`config.mk`:
```
export PLATFORM = sky130hd
export DESIGN_NAME = stft_frame_scheduler
export DESIGN_NICKNAME = d
export VERILOG_FILES = /design/src/rtl/stft_frame_scheduler_pkg.sv /design/src/rtl/stft_frame_scheduler_hop_trigger_gen.sv /design/src/rtl/stft_frame_scheduler.sv
export SDC_FILE = /design/constraint.sdc
export NUM_CORES = 1
export LEC_CHECK = 0
export ABC_CLOCK_PERIOD_IN_PS = 3300
export CAP_MARGIN = 20
export CORE_UTILIZATION = 40
export CTS_BUF_LIST = sky130_fd_sc_hd__clkbuf_4
export CTS_CLUSTER_SIZE = 12
export DETAILED_ROUTE_END_ITERATION = 6
export PLACE_DENSITY = 0.61
export SYNTH_ARGS = -nofsm -noshare
export SYNTH_HDL_FRONTEND = slang
export SYNTH_SLANG_ARGS = --single-unit
export TNS_END_PERCENT = 100
```
`constraint.sdc`:
```
create_clock -name clk -period 3.3 [get_ports clk]
set_input_delay 0.66 -clock clk [delete_from_list [all_inputs] [get_ports clk]]
set_output_delay 0.66 -clock clk [all_outputs]
set_load 0.1 [all_outputs]
```
`src/rtl/stft_frame_scheduler_pkg.sv`:
```
// stft_pkg: shared FSM state type and default geometry for the STFT scheduler
// and the overlap-add generator that consumes its frame_done pulses.
package stft_pkg;
    localparam int DEF_FRAME_LEN = 4096;
    localparam int DEF_HOP_LEN   = 1024;
    localparam int DEF_ADDR_W    = 12;
    localparam int DEF_BUF_AW    = 14;
    localparam int SAMPLE_W      = 16;
    localparam int IFFT_W        = 16;
    typedef enum logic [1:0] {IDLE, LOAD, WAIT_IFFT} state_t;
endpackage

```
`src/rtl/stft_frame_scheduler_hop_trigger_gen.sv`:
```
// hop_trigger_gen: tracks ring buffer fill and hop phase, firing a frame trigger
// with the base address of the newest FRAME_LEN samples.
module hop_trigger_gen import stft_pkg::*; #(
    parameter int FRAME_LEN = DEF_FRAME_LEN,
    parameter int HOP_LEN   = DEF_HOP_LEN,
    parameter int BUF_AW    = DEF_BUF_AW
) (
    input  logic              clk,
    input  logic              rst_n,
    input  logic              i_sample_valid,
    output logic [BUF_AW-1:0] o_wr_ptr,
    output logic              o_trig,
    output logic [BUF_AW-1:0] o_base
);
    localparam int HC_W = HOP_LEN > 1 ? $clog2(HOP_LEN) : 1;
    localparam int FC_W = $clog2(FRAME_LEN) + 1;

    logic [BUF_AW-1:0] r_wr_ptr;
    logic [HC_W-1:0]   r_hop_cnt;
    logic [FC_W-1:0]   r_fill_cnt;
    logic              w_hop_end;
    logic              w_full;

    assign w_hop_end = r_hop_cnt == HC_W'(HOP_LEN - 1);
    // The incoming sample completes the frame when FRAME_LEN-1 are already held.
    assign w_full    = r_fill_cnt >= FC_W'(FRAME_LEN - 1);
    assign o_trig    = i_sample_valid && w_hop_end && w_full;
    assign o_base    = r_wr_ptr + BUF_AW'(1) - BUF_AW'(FRAME_LEN);
    assign o_wr_ptr  = r_wr_ptr;

    always_ff @(posedge clk or negedge rst_n) begin
        if (!rst_n) begin
            r_wr_ptr   <= '0;
            r_hop_cnt  <= '0;
            r_fill_cnt <= '0;
        end else if (i_sample_valid) begin
            r_wr_ptr   <= r_wr_ptr + BUF_AW'(1);
            r_hop_cnt  <= w_hop_end ? '0 : r_hop_cnt + HC_W'(1);
            r_fill_cnt <= r_fill_cnt == FC_W'(FRAME_LEN) ? r_fill_cnt : r_fill_cnt + FC_W'(1);
        end
    end
endmodule

```
`src/rtl/stft_frame_scheduler.sv`:
```
// stft_frame_scheduler: fires FFT frame loads every hop, streams read addresses,
// then consumes the IFFT frame and pulses frame_done for overlap-add.
module stft_frame_scheduler import stft_pkg::*; #(
    parameter int FRAME_LEN = DEF_FRAME_LEN,
    parameter int HOP_LEN   = DEF_HOP_LEN,
    parameter int ADDR_W    = DEF_ADDR_W,
    parameter int BUF_AW    = DEF_BUF_AW
) (
    input  logic              clk,
    input  logic              rst_n,
    input  logic              i_sample_valid,
    output logic [BUF_AW-1:0] o_wr_ptr,
    output logic [BUF_AW-1:0] o_fft_load_addr,
    output logic              o_fft_load_valid,
    output logic              o_fft_load_last,
    input  logic              i_fft_load_ready,
    input  logic              i_ifft_valid,
    input  logic [ADDR_W-1:0] i_ifft_user,
    output logic              o_ifft_ready,
    output logic              o_frame_done,
    output logic              o_busy,
    output logic              o_overrun,
    output logic              o_seq_err,
    input  logic              i_clr_status
);
    state_t            r_state, w_next;
    logic [BUF_AW-1:0] r_base, r_pend_base, w_trig_base;
    logic [ADDR_W-1:0] r_beat, r_exp_idx;
    logic              r_pend, r_done, r_overrun, r_seq_err;
    logic              w_trig, w_start, w_load_hs, w_ifft_hs, w_load_end, w_ifft_end;
    logic              w_repend, w_drop, w_mis;

    hop_trigger_gen #(
        .FRAME_LEN(FRAME_LEN),
        .HOP_LEN  (HOP_LEN),
        .BUF_AW   (BUF_AW)
    ) u_hop (
        .clk           (clk),
        .rst_n         (rst_n),
        .i_sample_valid(i_sample_valid),
        .o_wr_ptr      (o_wr_ptr),
        .o_trig        (w_trig),
        .o_base        (w_trig_base)
    );

    assign w_start    = r_state == IDLE && (w_trig || r_pend);
    assign w_load_hs  = r_state == LOAD && i_fft_load_ready;
    assign w_ifft_hs  = r_state == WAIT_IFFT && i_ifft_valid;
    assign w_load_end = w_load_hs && r_beat == ADDR_W'(FRAME_LEN - 1);
    assign w_ifft_end = w_ifft_hs && r_exp_idx == ADDR_W'(FRAME_LEN - 1);
    assign w_mis      = w_ifft_hs && i_ifft_user != r_exp_idx;
    // In IDLE a pending frame is served first and a coincident trigger takes its slot.
    assign w_repend   = w_trig && (r_state == IDLE ? r_pend : !r_pend);
    assign w_drop     = w_trig && r_state != IDLE && r_pend;

    always_ff @(posedge clk or negedge rst_n) begin
        if (!rst_n) r_state <= IDLE;
        else        r_state <= w_next;
    end

    always_comb begin
        w_next           = r_state;
        o_fft_load_valid = 1'b0;
        o_ifft_ready     = 1'b0;
        case (r_state)
            IDLE:      w_next = w_start ? LOAD : IDLE;
            LOAD: begin
                o_fft_load_valid = 1'b1;
                w_next           = w_load_end ? WAIT_IFFT : LOAD;
            end
            WAIT_IFFT: begin
                o_ifft_ready = 1'b1;
                w_next       = w_ifft_end ? IDLE : WAIT_IFFT;
            end
            default:   w_next = IDLE;
        endcase
        o_fft_load_addr = o_fft_load_valid ? r_base + BUF_AW'(r_beat) : '0;
        o_fft_load_last = o_fft_load_valid && r_beat == ADDR_W'(FRAME_LEN - 1);
        o_busy          = r_state != IDLE;
    end

    always_ff @(posedge clk or negedge rst_n) begin
        if (!rst_n) begin
            r_base      <= '0;
            r_pend_base <= '0;
            r_beat      <= '0;
            r_exp_idx   <= '0;
            r_pend      <= 1'b0;
            r_done      <= 1'b0;
            r_overrun   <= 1'b0;
            r_seq_err   <= 1'b0;
        end else begin
            if (w_start) r_base <= r_pend ? r_pend_base : w_trig_base;
            if (w_repend) r_pend_base <= w_trig_base;
            if (w_load_hs) r_beat <= r_beat + ADDR_W'(1);
            if (w_ifft_hs) r_exp_idx <= r_exp_idx + ADDR_W'(1);
            r_pend    <= w_repend ? 1'b1 : (r_state == IDLE ? 1'b0 : r_pend);
            r_done    <= w_ifft_end;
            r_overrun <= w_drop || (r_overrun && !i_clr_status);
            r_seq_err <= w_mis || (r_seq_err && !i_clr_status);
        end
    end

    assign o_frame_done = r_done;
    assign o_overrun    = r_overrun;
    assign o_seq_err    = r_seq_err;
endmodule

```
==> run metrics, run 1 <==
layout cell share with drive strength beyond 1=19.31%; final setup fails=0; DR pass1 iterations=4; Synth cell types=52; outcome=completed; DRT antenna net count=0; hold buffers post-CTS=0; worst skew pair latency=0.45 ns; global routing usage on met3=3.609%; worst min-delay path category=primary input to asynchronous set/reset pin; leakage power=2.817 nW; vias in the first global route=3869; worst-path fanout max=3; CP startpoint kind=flop; Area Overhead vs Synth=22.07%; Max-slew headroom=58.53%; final wirelength=11300 um; commonest non-fill, non-tap cell in the layout=dfrtp_1; max-slew violations=0; core area=12620 um^2; H-tree depth=3; CP Capture Type=output port; CTS Buf Count=9; Overall Power=0.006216 W; Via Count=3952; die extent in x=115.7 um; largest net degree at the start of global routing=49; drt first-iter violations=241; final-report hold violation count=0; number of synthesized register bits=95; Cell Pwr Density=984.0 nW/um^2; GR peak layer=met2; fmax=0.3054 GHz; r2r worst-path depth=6; Core Rows=41; RSZ-0062 raised after global routing=yes; CTS tree=done; post-DR wirelength/cell=15.03 um; clk_skew=0.01492 ns; number of synthesized flops with an enable pin=0; Placed Area=5977 um^2; synthesized area per cell=10.05 um^2; post-layout min period=3.274 ns; Chip Height=115.7 um; Hold WS=0.1995 ns; Crit Path Category=flop to output port; TNS Setup=0 ns; final worst path period share=99.22%; post-synthesis sequential area ratio=45.94%; commonest cells after routing, fill and taps aside=dfrtp_1 (95), xnor2_1 (63), buf_4 (42), nand2_1 (37), nand3_1 (31); Initial Util=41.01%; DRC=0; CTS Root Cell=clkbuf_4; Yosys Warn Count=0; total gr overflow=0; main flop type after synthesis=dfrtp_1; Final Instance Area=6317 um^2; Net Count, Synth=552; final net count=612; port bufs=52; arrival time at the worst endpoint=2.61 ns; I/O Pins=53; max-cap violations=0; GRT Total Usage=17.97%; first-pass GRT wire length=18930 um; non-filler instance count after layout=752; worst-case clock buffer depth=2; CTS clk-pin slew, worst paths=0.15 ns; M1 GR Usage=25.71%; Req. time, crit path=2.64 ns; Ant. Diodes=0; cell count after synthesis=515; GR Layer Usage met2=27.78%; VDD IR-drop max=1.013 mV; initial antenna violation count=0; Mapped Area=5175 um^2; routability congestion estimate=0.8334; Total Die Area=13400 um^2; DP Cell Count=725; drt via density=5.255; clk sinks=95; DP HPWL=7952 um; post-synthesis async set-or-reset flop share=100.0%; Slew @ Worst Pin=0.6220 ns
==> worst paths after layout <==
kind	end	startpoint	slack, ns
worst min-delay path	r_beat[9]	rst_n	0.20
worst max-delay path	o_fft_load_addr[12]	r_base[0]	0.03
worst min register to register	u_hop.r_hop_cnt[8]	u_hop.r_hop_cnt[8]	0.48
worst max register to register	r_base[0]	u_hop.r_fill_cnt[5]	1.02
max in group asynchronous	u_hop.r_hop_cnt[7]	rst_n	2.42
min in group clk	u_hop.r_hop_cnt[8]	u_hop.r_hop_cnt[8]	0.48
==> kinds of logic after synthesis <==
| logic type | share of synthesized area (%) |
|---|---|
| fa+ha+maj | 4.932 |
| compound gates | 10.40 |
| mux | 3.578 |
| flops | 45.94 |
| xor+xnor | 14.39 |
| buf+inv | 3.385 |
| simple gates | 17.38 |
==> flip-flops by register name, indices dropped and copies added (netlist names) <==
register	flops
o_frame_done	1
o_overrun	1
o_seq_err	1
r_base	14
r_beat	12
r_exp_idx	12
r_pend	1
r_pend_base	14
r_state	2
u_hop.o_wr_ptr	14
u_hop.r_fill_cnt	13
u_hop.r_hop_cnt	10
==> final cells by class <==
cell class	instances	area (um^2)
fillers	1184	6302
multi-input cells	379	2770
flip-flops and latches	95	2377
repair buffers	70	715.7
well taps	172	215.2
clock buffers	11	82.58
clock inverters	5	81.33
inverters	20	75.07
==> stage by stage <==
stage | util [%] | setup WS [ns]
detailed placement | 47.36 | 0.2410
global route | 50.06 | -0.1101
floorplan | - | -0.4760
finish | 50.06 | 0.02565
global placement | 47.36 | 0.2966
CTS | 49.67 | -0.02056
==> per-layer routing <==
metal,part of all wire [%],up-vias
li1,-,1938
met1,50,1943
met2,46,60
met3,3.9,11
met4,0.99,0
met5,0,-
==> critical path, cell delays in order, from the launching register on <==
cell and delay [ns]:
dfrtp_1 0.41, ha_2 0.21, inv_2 0.04, fa_2 0.37
nor2b_4 0.17, o2111ai_4 0.15, a31oi_4 0.21, a41oi_2 0.15
xor2_1 0.19, nor2_4 0.11, buf_12 0.18
==> synth_stat cells, drive strengths merged, types with 2 or more instances <==
cell    count  area, um^2
o21a        3       22.52
nand2b      2       12.51
o211ai      2       15.01
mux2       13       165.2
nand4      25       162.6
o41ai       2       25.03
or3         2       12.51
nor2       32       120.1
nand2      38       150.1
a22oi       2       15.01
nor4        3       33.78
nor3       11       55.05
a21o        7       52.55
dfrtp      95        2377
nand3b      3       22.52
o21ai      11       55.05
nand3      31       155.2
xor2       22       192.7
a21oi      23       115.1
ha         18       225.2
and3       12       75.07
buf         7       47.54
nor3b       2       15.01
mux2i       2       20.02
a31oi       2       12.51
o22ai      27       168.9
clkbuf     14       52.55
inv        19       71.32
xnor2      63       551.8
and2        2       12.51
nor2b       5       31.28
==> timing repair <==
item | in CTS | in global routing
gates resized for setup | 14 | 8
buffers inserted | 8 | 3
setup endpoints to repair | 5 | 6
pin swaps | 8 | 10
==> where the power goes <==
group / total [W] / switching (W) / leakage, nW / internal, W
logic: 0.00394 / 0.00258 / 1.52 / 0.00137
registers: 0.00154 / 0.000219 / 1.20 / 0.00132
clock network: 0.000729 / 0.000402 / 0.0891 / 0.000327
Power figures use the tool's default switching activity.
==> run 2, diff against run 1 <==
CELL_PAD_IN_SITES_DETAIL_PLACEMENT = 1   (was unset)
CELL_PAD_IN_SITES_GLOBAL_PLACEMENT = 1   (was unset)
PLACE_DENSITY = 0.74   (was 0.61)
==> run 2 against run 1 <==
Largest power group unchanged. Global-route usage is 2.3 points higher. Cell area is essentially flat. First-iteration DRC count is 32% lower. Clock skew up 0.011 ns. Register-to-register slack lost 0.15 ns. The run now ends with setup timing left. Sequential power barely moved. Sequential share of layout area hardly changed. Hold slack better by 0.057 ns. Cell count up 0.13%. Critical path depth decreased by 2. Non-clock buffer count up 2. Via count is 2.4% higher.
==> run metrics, run 2 (synthesis results as in run 1) <==
outcome=finished with violations; failing checks=setup timing; TNS Setup=-0.04135 ns; post-DR wirelength/cell=16.75 um; I/O Pins=53; worst skew pair latency=0.46 ns; Max-slew headroom=46.43%; CTS Root Cell=clkbuf_4; DP HPWL=9094 um; max-slew violations=0; final worst path period share=100.8%; Final Instance Area=6314 um^2; Initial Util=41.01%; Reg2Reg Setup Slack=0.87 ns; max-cap violations=0; Chip Height=115.7 um; Area Overhead vs Synth=22.00%; DR pass1 iterations=4; core area=12620 um^2; reg2reg start=u_hop.r_hop_cnt[0]; total gr overflow=0; die extent in x=115.7 um; H-tree depth=3; commonest cells after routing, fill and taps aside=dfrtp_1 (94), xnor2_1 (63), buf_4 (44), nand2_1 (37), nand3_1 (31); r2r endpoint=r_base[7]; final net count=614; fmax=0.3007 GHz; commonest non-fill, non-tap cell in the layout=dfrtp_1; Slew @ Worst Pin=0.8006 ns; leakage power=2.807 nW; CTS Buf Count=9; vias in the first global route=4199; largest net degree at the start of global routing=60; clk sinks=95; drt first-iter violations=164; Ant. Diodes=0; Placed Area=5977 um^2; Core Rows=41; hold buffers post-CTS=0; Via Count=4045; initial antenna violation count=0; Total Die Area=13400 um^2; routability congestion estimate=0.8194; Crit Path Category=flop to output port; worst-case clock buffer depth=2; CP startpoint kind=flop; first-pass GRT wire length=21090 um; CTS tree=done; port bufs=52; setup ws final=-0.02555 ns; drt via density=5.372; CTS clk-pin slew, worst paths=0.15 ns; r2r worst-path depth=7; Final Util=50.03%; Cell Pwr Density=980.9 nW/um^2; worst-path fanout max=5; arrival time at the worst endpoint=2.67 ns; DRT antenna net count=0; final wirelength=12610 um; layout cell share with drive strength beyond 1=19.62%; post-layout min period=3.326 ns; clk_skew=0.02631 ns; final-report hold violation count=0; worst min-delay path category=primary input to asynchronous set/reset pin; GRT Total Usage=20.32%; VDD IR-drop max=0.6351 mV; Req. time, crit path=2.64 ns; final setup fails=2; CP Capture Type=output port; DRC=0; RSZ-0062 raised after global routing=yes
[run 2: worst max-delay path by stage]
stage	startpoint	endpoint	slack, ns	cells after the start
finish	r_base[6]	o_fft_load_addr[10]	-0.03	8
global route	r_beat[0]	o_fft_load_addr[12]	-0.12	10
CTS	r_base[0]	o_fft_load_addr[12]	-0.08	10
detailed placement	r_beat[0]	o_fft_load_addr[12]	0.24	10
global placement	r_beat[3]	o_fft_load_addr[13]	0.33	8
floorplan	r_beat[0]	o_fft_load_addr[2]	-0.48	5
[run 2: area by class of cell]
cell class,instances,area [um^2]
inverter,20,75.07
tap,172,215.2
multi-input combinational,379,2789
timing repair buffer,72,730.7
clock inverter,5,50.05
clock buffer,10,75.07
fill,1440,6306
sequential,95,2379
[run 2: timing repair]
item / in CTS / in global routing
resized for setup: 15 / 9
buffers inserted: 7 / 6
pin swaps: 9 / 10
setup endpoints to repair: 6 / 6
[run 2: per-layer routing]
layer / part of all wire [%] / GRT usage, %
met5: 0 / 0
met4: 0.98 / 4.701
met3: 2.9 / 4.759
met2: 50 / 34.45
met1: 46 / 26.42
[run 2: per-stage QoR]
| stage | total power (W) | hold slack [ns] | setup slack [ns] | cells |
|---|---|---|---|---|
| floorplan | 0.004149 | 0.3644 | -0.4760 | 515 |
| global placement | 0.005203 | 0.4596 | 0.3290 | 725 |
| detailed placement | 0.005294 | 0.4610 | 0.2364 | 725 |
| CTS | 0.006080 | 0.2586 | -0.08184 | 747 |
| global route | 0.006501 | 0.2693 | -0.1241 | 753 |
| finish | 0.006193 | 0.2560 | -0.02555 | 753 |
[run 2: where the power goes]
part | switching, W | internal, W
Combinational | 0.00260 | 0.00140
Clock | 0.000394 | 0.000230
Sequential | 0.000239 | 0.00133
Total | 0.00324 | 0.00296
[run 2: worst max-delay path: stages, from the launching register on]
cell and delay, ns:
dfrtp_1 0.44, ha_1 0.35, o21a_2 0.25, o21ai_1 0.25, a31oi_4 0.07, o21a_1 0.24
o21a_1 0.20, nor3_4 0.20, buf_12 0.20
